--- src/rtl/vic_sound_pkg.sv ---
// Shared constants and helpers for the VIC-style sound generator.
// Register map offsets, channel register fields and LFSR definition.
package vic_sound_pkg;

   localparam int ENABLE_BIT = 7;
   localparam logic [15:0] LFSR_SEED = 16'h0001;
   // Taps 16,15,13,4 (1-based) -> bits 15,14,12,3
   localparam logic [15:0] LFSR_TAPS = 16'hD008;

   function automatic int tone_addr(int k);
      return k;
   endfunction

   function automatic int noise_addr(int n_tone);
      return n_tone;
   endfunction

   function automatic int amp_addr(int n_tone);
      return n_tone + 1;
   endfunction

   // Left-shifting Fibonacci step; an all-zero state reseeds.
   function automatic logic [15:0] lfsr_next(logic [15:0] s);
      if (s == 16'h0000)
         return LFSR_SEED;
      return {s[14:0], ^(s & LFSR_TAPS)};
   endfunction

endpackage

--- src/rtl/vic_sound_chan.sv ---
// One sound channel: 7-bit up-counter with reload and square toggle.
// Reload pulse is exposed so the noise channel can clock its LFSR.
module vic_sound_chan (
   input  logic       clk,
   input  logic       reset,
   input  logic       tick,
   input  logic       enable,
   input  logic [6:0] freq,
   output logic       square,
   output logic       reload
);

   logic [6:0] cnt;

   assign reload = enable & tick & (cnt == 7'h7F);

   // Count up on ticks, reload and toggle at 7F; idle holds F and low output
   always_ff @(posedge clk or posedge reset) begin
      if (reset) begin
         cnt    <= 7'h00;
         square <= 1'b0;
      end else if (!enable) begin
         cnt    <= freq;
         square <= 1'b0;
      end else if (tick) begin
         if (cnt == 7'h7F) begin
            cnt    <= freq;
            square <= ~square;
         end else begin
            cnt <= cnt + 7'd1;
         end
      end
   end

endmodule

--- src/rtl/vic_sound_gen.sv ---
// Parametrised VIC-20 style sound generator: NUM_TONE square tones,
// one LFSR noise channel, master amplitude and registered mixer.
module vic_sound_gen
   import vic_sound_pkg::*;
#(
   parameter int NUM_TONE      = 3,
   parameter int PRESCALE_LOG2 = 2,
   parameter int OUT_W         = 6,
   parameter int ADDR_W        = $clog2(NUM_TONE + 2)
) (
   input  logic              i_clk,
   input  logic              i_reset,
   input  logic              i_ena4,
   input  logic              i_we,
   input  logic [ADDR_W-1:0] i_addr,
   input  logic [7:0]        i_din,
   output logic [7:0]        o_dout,
   output logic [NUM_TONE:0] o_chan,
   output logic [OUT_W-1:0]  o_audio
);

   localparam int NCH = NUM_TONE + 1;
   localparam int PW  = PRESCALE_LOG2 + NUM_TONE - 1;
   localparam int SW  = $clog2(NCH + 1);
   localparam int NZ  = noise_addr(NUM_TONE);
   localparam logic [ADDR_W-1:0] AMP_A = ADDR_W'(amp_addr(NUM_TONE));

   logic [7:0]     regs [NCH];
   logic [3:0]     amp;
   logic [PW-1:0]  presc;
   logic [15:0]    lfsr;
   logic [NCH-1:0] tick;
   logic [NCH-1:0] sq;
   logic [NCH-1:0] rl;
   logic [NCH-1:0] chan_bits;
   logic [SW-1:0]  sum;
   logic           unused_bits;

   // Register file: channel registers and amplitude, written on i_we
   always_ff @(posedge i_clk or posedge i_reset) begin
      if (i_reset) begin
         for (int k = 0; k < NCH; k++)
            regs[k] <= 8'h00;
         amp <= 4'h0;
      end else if (i_we) begin
         for (int k = 0; k < NCH; k++)
            if (i_addr == ADDR_W'(tone_addr(k)))
               regs[k] <= i_din;
         if (i_addr == AMP_A)
            amp <= i_din[3:0];
      end
   end

   // Combinational readback; unmapped addresses read zero
   always_comb begin
      o_dout = 8'h00;
      for (int k = 0; k < NCH; k++)
         if (i_addr == ADDR_W'(tone_addr(k)))
            o_dout = regs[k];
      if (i_addr == AMP_A)
         o_dout = {4'h0, amp};
   end

   // Free-running prescaler advanced by the sound enable strobe
   always_ff @(posedge i_clk or posedge i_reset) begin
      if (i_reset)
         presc <= '0;
      else if (i_ena4)
         presc <= presc + PW'(1);
   end

   for (genvar k = 0; k < NCH; k++) begin : g_ch
      localparam int S = (k < NUM_TONE) ?
                         (PRESCALE_LOG2 + NUM_TONE - 1 - k) :
                         PRESCALE_LOG2;

      assign tick[k] = i_ena4 & (&presc[S-1:0]);

      vic_sound_chan u_chan (
         .clk    (i_clk),
         .reset  (i_reset),
         .tick   (tick[k]),
         .enable (regs[k][ENABLE_BIT]),
         .freq   (regs[k][6:0]),
         .square (sq[k]),
         .reload (rl[k])
      );
   end

   // Noise LFSR steps on every reload of the noise counter
   always_ff @(posedge i_clk or posedge i_reset) begin
      if (i_reset)
         lfsr <= LFSR_SEED;
      else if (rl[NZ])
         lfsr <= lfsr_next(lfsr);
   end

   assign chan_bits = {lfsr[0] & regs[NZ][ENABLE_BIT],
                       sq[NUM_TONE-1:0]};
   assign o_chan = chan_bits;

   // Noise square and tone reload pulses carry no output meaning
   assign unused_bits = ^{sq[NZ], rl[NUM_TONE-1:0]};

   // Count active channel bits
   always_comb begin
      sum = '0;
      for (int k = 0; k < NCH; k++)
         sum = sum + SW'(chan_bits[k]);
   end

   // Registered mixer, updated every clock
   always_ff @(posedge i_clk or posedge i_reset) begin
      if (i_reset)
         o_audio <= '0;
      else
         o_audio <= OUT_W'(sum) * OUT_W'(amp);
   end

endmodule

--- config.mk ---
export PLATFORM = sky130hd
export DESIGN_NAME = vic_sound_gen
export DESIGN_NICKNAME = d
export VERILOG_FILES = /design/src/rtl/vic_sound_pkg.sv /design/src/rtl/vic_sound_chan.sv /design/src/rtl/vic_sound_gen.sv
export SDC_FILE = /design/constraint.sdc
export NUM_CORES = 1
export LEC_CHECK = 0
export CAP_MARGIN = 25
export CORE_MARGIN = 5
export CORE_UTILIZATION = 40
export CTS_CLUSTER_DIAMETER = 120
export DETAILED_ROUTE_END_ITERATION = 8
export GPL_ROUTABILITY_DRIVEN = 0
export GPL_TIMING_DRIVEN = 0
export PLACE_DENSITY = 0.62
export SLEW_MARGIN = 20
export SYNTH_ARGS = -nofsm -noshare
export SYNTH_HDL_FRONTEND = slang
export SYNTH_HIERARCHICAL = 1
export SYNTH_SLANG_ARGS = --single-unit
--- constraint.sdc ---
create_clock -name i_clk -period 2.8 [get_ports i_clk]
set_input_delay 0.7 -clock i_clk [delete_from_list [all_inputs] [get_ports i_clk]]
set_output_delay 0.7 -clock i_clk [all_outputs]
set_load 0.01 [all_outputs]
==> out/metrics.csv, run 1 <==
stage,metric,value,unit
cts,h-tree-depth,3,
setup_path,rrSetupSlack,-0.11,ns
setup_path,crit_path_start,lfsr[0],
power,comb_power_share,0.260,
placement,place.port_buffers,31,
grt,gr-usage-all-layers,0.1551,
floorplan,dieWidth,121.6,um
detailed_routing,drt_first_pass_iters,4,
power,p_int,2.864,mW
synthesis,syn-num-nets,470,
power,pwr-share-clk,0.262,
placement,dp_hpwl,7988,um
detailed_routing,wire_per_inst,16.47,um
synthesis,syn_area,0.004986,mm2
power,p_sw_frac,0.3388,
detailed_routing,drc_errors,0,
synthesis,syn_inst,437,
cts,cts_tree,done,
power,switchingPower,1.468,mW
grt,grt_pass1_wl,17930,um
grt,grt_start_max_net_pins,58,
power,irDropWorstVdd,0.3216,mV
sta,drv_slew,0,
cts,clk_latency,0.34,ns
cts,cts_buffers,9,
sta,fin_setup_tns,-0.3080,ns
setup_path,critical_path_class,flop to flop,
power,p_leak,2.635,nW
layout,drive_above_1_share,0.2525,
flow_run,cap_viol_max_count,0,
setup_path,r2r-start,lfsr[0],
detailed_routing,wirelength,10850,um
floorplan,dieArea,0.01480,mm2
setup_path,crit_slowest_cell,dfstp_2,
sta,setup_viol,3,
cts,path_clk_slew,0.06,ns
setup_path,critPathLaunchType,flop,
sta,period_share,1.040,
layout,fin_util,0.4906,
detailed_routing,vias,3485,
grt,antenna_found_initial,0,
layout,syn2layout_area_growth,19.17,%
detailed_routing,drt_iter0_drc,129,
worst_hold_path,hp-class,flop to flop,
power,seqPwrFrac,0.477,
setup_path,crit_required,3.03,ns
setup_path,worst_setup_path_end_kind,flop,
sta,final.setup.worst_slack,-0.1121,ns
cts,clock_path_buffers,2,
floorplan,die_h,121.6,um
cts,root_buffer,clkbuf_16,
detailed_routing,via_per_inst,5.288,
cts,clock-sinks,93,
sta,max_slew_margin,0.6984,
grt,grt_overflow_total,0,
setup_path,path_max_fanout,4,
sta,rsz0062_at_grt,yes,
floorplan,rows,40,
cts,hold_buffers,0,
floorplan,core_area,0.01211,mm2
setup_path,path_common_cell,fa_1,
grt,grt_pass1_vias,3537,
floorplan,initial_utilization,0.4117,
sta,hold_violations,0,
floorplan,ioPinCount,33,
setup_path,slowest_delay,0.53,ns
sta,worst_pin_slew,0.4524,ns
synthesis,synth_warnings,6,
setup_path,cp.arrival,3.14,ns
layout,antenna_cells,0,
detailed_routing,postRouteAntennaNets,0,
run_status,violations,setup timing,
sta,fmax,0.3434,GHz
run_status,status,finished with violations,
setup_path,critical_path.cell_chain,"and2_4, fa_1, ha_2, ha_4, nand2_4, fa_1, inv_2, buf_6, fa_2, xor2_1",
layout,final_net_count,519,
power,power.density,729.0,mW/mm2
sta,finalClockSkew,0.004608,ns
synthesis,syn_avg_cell_area,11.41,um2
sta,period_needed,2.912,ns
worst_hold_path,hp-start,presc[3],
final timing paths:
check                             endpoint  cells after the start
worst max-delay path            o_audio[4]                     10
worst min-delay path              presc[3]                      1
worst max register to register  o_audio[4]                     10
worst min register to register    presc[3]                      1
max in group asynchronous          lfsr[0]                      3
min in group asynchronous          regs[1]                      2
metal layers:
| metal | track usage | share of wire | up-vias |
|---|---|---|---|
| met2 | 0.2528 | 0.48 | 51 |
| met1 | 0.1969 | 0.46 | 1738 |
| li1 | - | - | 1681 |
| met3 | 0.03528 | 0.031 | 15 |
| met4 | 0.07003 | 0.028 | 0 |
| met5 | 0 | 0 | - |
registers in the layout, indices dropped and copies added (netlist names):
register,count
presc,4
regs,32
g_ch.u_chan/square,3
o_audio,6
amp,4
lfsr,16
g_ch.u_chan/cnt,28
through the flow:
stage	area, um2	hold WS (ns)	instances	total power, mW	setup WS, ns
final	5942	0.4643	659	4.332	-0.1121
after CTS	5932	0.4682	659	4.361	-0.1347
after floorplan	5015	0.4381	437	2.850	-0.08683
after global routing	5942	0.4755	659	4.599	-0.1772
after global placement	5535	0.4539	636	3.152	-0.8036
after detailed placement	5565	0.4593	637	3.212	-0.5841
timing repair:
action | 4_1_cts | 5_1_grt
pin swaps | 8 | 1
endpoints found under the setup margin | 19 | 10
hold endpoints to repair | 0 | 0
buffers inserted | 7 | 0
resized for setup | 25 | 4
cloned | 0 | 0
critical path, delay by kind of cell, from the launching register on:
family | cells | cell delay, ns
and+or+nand+nor | 2 | 0.20
DFF | 1 | 0.53
xor gates and xnor gates | 1 | 0.14
adders and majority gates | 5 | 1.76
buffers and inverters | 2 | 0.17
cell usage in the layout (no fill, tap or decap), types with 8 or more instances in the layout:
master,n
nand3_1,12
inv_1,12
ha_1,10
dfrtp_1,91
clkdlybuf4s50_1,21
nand2_1,52
mux2_4,8
nor2_1,29
buf_4,14
o32a_1,8
mux2_2,43
o22ai_1,16
o21ai_0,13
clkbuf_16,9
mux2i_1,13
and2_1,8
power groups by stage:
stage,registers [mW],logic (mW),clock network [mW]
floorplan,1.97,0.883,0
global placement,2.07,1.08,0
detailed placement,2.09,1.13,0
CTS,2.06,1.14,1.16
global route,2.12,1.27,1.21
finish,2.07,1.13,1.14
layout make-up:
cell class | instances | area [um2]
Fill cell | 1123 | 6170
Multi-Input combinational cell | 312 | 2555
Sequential cell | 93 | 2330
Timing Repair Buffer | 39 | 390.4
Clock buffer | 12 | 246.5
Tap cell | 168 | 210.2
Buffer | 17 | 131.4
Inverter | 14 | 55.05
Clock inverter | 4 | 23.77
Power figures use the tool's default switching activity.
==> inputs of run 2 (changes only) <==
CORE_MARGIN = unset   (was 5)
CTS_CLUSTER_SIZE = 16   (was unset)
==> run 2 against run 1 <==
  * Clock-buffer cell count grew 2
  * Setup slack worse by 0.027 ns
  * Non-clock buffer count down 2
  * Clock power is 4% lower
  * Global-route usage is 2.4 points higher
  * Final area is 0.69% lower
  * The run still ends with setup timing left
  * Fmax is 0.92% lower
  * Highest routed layer unchanged
  * Largest cell class unchanged
==> out/metrics.csv, run 2 (synthesized netlist as in run 1, its figures left out) <==
stage,metric,value,unit
sta,period_share,1.050,
cts,root_buffer,clkbuf_16,
power,irDropWorstVdd,0.3240,mV
cts,h-tree-depth,3,
layout,final_common_cell,dfrtp_1,
sta,finalClockSkew,0.009142,ns
floorplan,dieWidth,113.6,um
detailed_routing,wirelength,10880,um
cts,clock-sinks,93,
floorplan,die_h,113.6,um
layout,register_area,0.002328,mm2
worst_hold_path,hp-class,flop to flop,
grt,grt_pass1_vias,3370,
setup_path,critical_path_class,flop to flop,
setup_path,cp.arrival,3.17,ns
setup_path,crit_slowest_cell,dfstp_2,
floorplan,core_area,0.01206,mm2
placement,placed_cell_area,0.005558,mm2
sta,drv_slew,0,
sta,fin_setup_tns,-0.3945,ns
cts,clock_path_buffers,2,
setup_path,worst_setup_path_end_kind,flop,
layout,antenna_cells,0,
sta,setup_viol,3,
sta,fmax,0.3402,GHz
cts,cts_buffers,9,
setup_path,slowest_delay,0.53,ns
layout,drive_above_1_share,0.2413,
floorplan,dieArea,0.01292,mm2
detailed_routing,drt_iter0_drc,284,
placement,dp_hpwl,8069,um
layout,final_cell_mix,"92 x dfrtp_1, 53 x nand2_1, 43 x mux2_2, 29 x nor2_1, 21 x clkdlybuf4s50_1",
cts,path_clk_slew,0.06,ns
sta,hold_violations,0,
setup_path,crit_family,adder cells,
layout,fin_area,0.005901,mm2
run_status,violations,setup timing,
grt,gr-usage-all-layers,0.1787,
detailed_routing,via_per_inst,5.262,
grt,grt_pass1_wl,17370,um
grt,antenna_found_initial,0,
run_status,status,finished with violations,
setup_path,path_max_fanout,4,
power,p_total,4.301,mW
grt,grt_start_max_net_pins,43,
detailed_routing,postRouteAntennaNets,0,
power,power.density,728.9,mW/mm2
sta,worst_pin_slew,0.4712,ns
detailed_routing,wire_per_inst,16.56,um
power,p_leak,2.598,nW
flow_run,cap_viol_max_count,0,
layout,reg_top3,"regs x32, g_ch.u_chan/cnt x28, lfsr x16",
layout,fillers,1055,
setup_path,critPathLaunchType,flop,
detailed_routing,drt_first_pass_iters,5,
sta,period_needed,2.939,ns
layout,fin_util,0.4892,
sta,final.setup.worst_slack,-0.1391,ns
setup_path,path_common_cell,ha_4,
layout,largest_register_ff_count,32,
layout,top_register,regs,
grt,grt_overflow_total,0,
setup_path,crit_buf_inv,0,
sta,rsz0062_at_grt,yes,
sta,holdWs,0.4688,ns
placement,place.port_buffers,31,
placement,dp_cells,637,
floorplan,initial_utilization,0.4134,
cts,clk_latency,0.35,ns
detailed_routing,drc_errors,0,
layout,finalNonFillerCells,657,
floorplan,ioPinCount,33,
placement,place_ws,-0.6686,ns
sta,max_slew_margin,0.6849,
setup_path,critical_path.cell_chain,"and2_4, fa_1, ha_4, ha_4, and2_4, fa_2, ha_4, fa_2, xor2_1",
cts,cts_tree,done,
setup_path,crit_required,3.04,ns
floorplan,rows,40,
layout,final_net_count,517,
layout,multi_input_area,0.002559,mm2
detailed_routing,vias,3457,
layout,syn2layout_area_growth,18.34,%
-- run 2: cell count changes in the layout (fill, tap and decap cells not counted), sizes merged --
| cell | before | now |
|---|---|---|
| inv | 15 | 14 |
| clkdlybuf4s15 | 2 | 1 |
| buf | 20 | 18 |
| clkbuf | 17 | 19 |
| clkdlybuf4s18 | 0 | 1 |
| clkinv | 3 | 1 |
| clkinvlp | 0 | 1 |
-- run 2: what timing repair did --
| action | CTS | global route |
|---|---|---|
| pin swaps | 0 | 8 |
| gates cloned | 0 | 0 |
| buffers inserted | 4 | 1 |
| resized for setup | 18 | 9 |
| hold buffers | 0 | 0 |
| endpoints found under the setup margin | 19 | 13 |
-- run 2: where the power goes --
group          switching (mW)  total [mW]  internal, mW
Clock                   0.499        1.10         0.602
Sequential              0.396        2.07          1.67
Combinational           0.566        1.13         0.567
Total                    1.46        4.30          2.84
-- run 2: per-layer routing --
metal	track usage	vias to the layer above	routed length (um)
li1	-	1672	-
met1	0.2346	1712	5202
met2	0.2894	59	5163
met3	0.03454	14	301
met4	0.07544	0	211
met5	0	-	0
-- run 2: final timing paths --
| path | from | endpoint | slack [ns] | depth (start not counted) |
|---|---|---|---|---|
| setup reg to reg | lfsr[0] | o_audio[4] | -0.14 | 9 |
| min in group asynchronous | i_reset | g_ch[3].u_chan/cnt[5] | 0.86 | 2 |
| hold reg to reg | presc[3] | presc[3] | 0.47 | 1 |
| max in group asynchronous | i_reset | lfsr[0] | 1.36 | 3 |
| setup / recovery | lfsr[0] | o_audio[4] | -0.14 | 9 |
| hold / removal | presc[3] | presc[3] | 0.47 | 1 |
-- run 2: area by class of cell --
| cell class | count | area share |
|---|---|---|
| clock buffer | 14 | 0.04135 |
| sequential | 93 | 0.3946 |
| inverter | 14 | 0.009330 |
| multi-input combinational | 312 | 0.4336 |
| timing repair buffer | 37 | 0.06149 |
| buffer | 17 | 0.02184 |
| clock inverter | 2 | 0.002120 |
| tap | 168 | 0.03562 |
==> inputs of run 3 (changes only) <==
CORE_UTILIZATION = 54   (was 40)
PLACE_DENSITY = 0.87   (was 0.62)
SLEW_MARGIN = 40   (was 20)
==> run 3 against run 2 <==
  * The run still ends with setup timing left
  * Global-route usage increased by 6.9 points
  * Final area decreased by 1.9%
  * Sequential cell count unchanged
  * Routed wire length increased by 1.8%
  * Sequential power about the same
  * Final cell count decreased by 9.1%
  * Combinational power about the same
  * Via count increased by 4.0%
  * Critical path depth unchanged
  * Utilization increased by 17 points
  * Total power decreased by 1.2%
  * Worst hold slack improved by 0.0013 ns
==> out/metrics.csv, run 3 (synthesized netlist as in run 1, its figures left out) <==
stage,metric,value,unit
run_status,status,finished with violations,
run_status,violations,setup timing,
detailed_routing,drt_first_pass_iters,4,
placement,place_ws,-0.6172,ns
setup_path,slowest_delay,0.54,ns
floorplan,ioPinCount,33,
worst_hold_path,hp-class,flop to flop,
detailed_routing,drc_errors,0,
cts,path_clk_slew,0.09,ns
floorplan,dieArea,0.009622,mm2
cts,root_buffer,clkbuf_8,
sta,setup_viol,3,
grt,grt_pass1_vias,3530,
flow_run,cap_viol_max_count,0,
setup_path,worst_setup_path_end_kind,flop,
cts,h-tree-depth,3,
cts,cts_tree,done,
sta,max_slew_margin,0.6914,
floorplan,rows,34,
layout,antenna_cells,0,
sta,period_share,1.047,
sta,period_needed,2.933,ns
layout,syn2layout_area_growth,16.11,%
layout,final_common_cell,dfrtp_1,
layout,multi_input_area,0.002552,mm2
grt,grt_pass1_wl,18450,um
sta,rsz0062_at_grt,yes,
detailed_routing,vias,3594,
power,p_total,4.251,mW
floorplan,initial_utilization,0.5635,
setup_path,cp.arrival,3.19,ns
placement,dp_hpwl,7926,um
layout,final_net_count,517,
detailed_routing,wire_per_inst,18.54,um
floorplan,die_h,98.09,um
power,irDropWorstVdd,0.3960,mV
power,power.density,734.3,mW/mm2
layout,top_register,regs,
placement,placed_cell_area,0.005483,mm2
cts,clock-sinks,93,
layout,fin_area,0.005789,mm2
power,p_leak,2.590,nW
setup_path,critical_path.cell_chain,"and2_4, fa_1, ha_2, ha_4, and2_4, fa_2, ha_4, fa_2, xor2_1",
sta,holdWs,0.4701,ns
detailed_routing,via_per_inst,6.020,
cts,clk_latency,0.37,ns
layout,drive_above_1_share,0.2454,
grt,antenna_found_initial,0,
layout,largest_register_ff_count,32,
floorplan,dieWidth,98.09,um
floorplan,core_area,0.008848,mm2
grt,gr-usage-all-layers,0.2480,
grt,grt_start_max_net_pins,33,
layout,register_area,0.002328,mm2
setup_path,crit_slowest_cell,dfstp_2,
sta,hold_violations,0,
detailed_routing,postRouteAntennaNets,0,
sta,fmax,0.3410,GHz
detailed_routing,drt_iter0_drc,205,
setup_path,path_max_fanout,4,
layout,finalNonFillerCells,597,
layout,final_cell_mix,"92 x dfrtp_1, 53 x nand2_1, 43 x mux2_2, 29 x nor2_1, 21 x clkdlybuf4s50_1",
detailed_routing,wirelength,11070,um
setup_path,critPathLaunchType,flop,
grt,grt_overflow_total,0,
placement,place.port_buffers,31,
setup_path,critical_path_class,flop to flop,
cts,cts_buffers,9,
sta,drv_slew,0,
cts,clock_path_buffers,2,
sta,final.setup.worst_slack,-0.1328,ns
sta,finalClockSkew,0.01296,ns
layout,fillers,643,
setup_path,crit_required,3.05,ns
layout,reg_top3,"regs x32, g_ch.u_chan/cnt x28, lfsr x16",
placement,dp_cells,577,
sta,worst_pin_slew,0.4629,ns
==> run 3: where the power goes <==
group / switching [mW] / total [mW] / internal (mW)
logic: 0.578 / 1.14 / 0.565
clock network: 0.471 / 1.02 / 0.553
registers: 0.418 / 2.08 / 1.67
==> run 3: metrics by stage <==
stage / utilization / setup TNS, ns
after floorplan: - / -0.2450
after global placement: 0.6171 / -45.06
after detailed placement: 0.6196 / -8.853
after CTS: 0.6524 / -0.3555
after global routing: 0.6543 / -0.5882
final: 0.6543 / -0.3494
==> run 3: what timing repair did <==
action	CTS	global route
setup buffers	4	1
hold buffers	0	0
resized for setup	22	4
endpoints found under the setup margin	18	11
pin swaps	7	6
==> run 3: routing by layer <==
metal  wire, um  global-route usage  vias up
met5          0                   0        -
met4        305             0.09674        0
met3        443             0.04295       21
met2       5583              0.4155       96
met1       4736              0.3222     1804
li1           -                   -     1673
==> run 3: worst max-delay path: cells and delay by family, from the launching register on <==
| family | cells | cell delay [ns] |
|---|---|---|
| adder cells (fa/ha/maj) | 6 | 1.85 |
| flip-flops | 1 | 0.54 |
| AND/OR/NAND/NOR | 2 | 0.29 |
| XOR/XNOR | 1 | 0.15 |
==> run 3: path summary, 6_finish.rpt <==
check,to,cells past startpoint,slack [ns],startpoint
max in group asynchronous,lfsr[0],3,1.30,i_reset
setup reg to reg,o_audio[4],9,-0.13,lfsr[0]
setup / recovery,o_audio[4],9,-0.13,lfsr[0]
hold / removal,presc[3],1,0.47,presc[3]
hold reg to reg,presc[3],1,0.47,presc[3]
min in group asynchronous,g_ch[0].u_chan/cnt[1],2,0.86,i_reset
==> run 3: area by class of cell <==
class                      count  share of cell area
inverter                      14            0.009509
timing repair buffer          37             0.06268
multi-input combinational    312              0.4409
sequential                    93              0.4022
tap                          108             0.02334
clock inverter                 3             0.01167
buffer                        17             0.02226
clock buffer                  13             0.02745
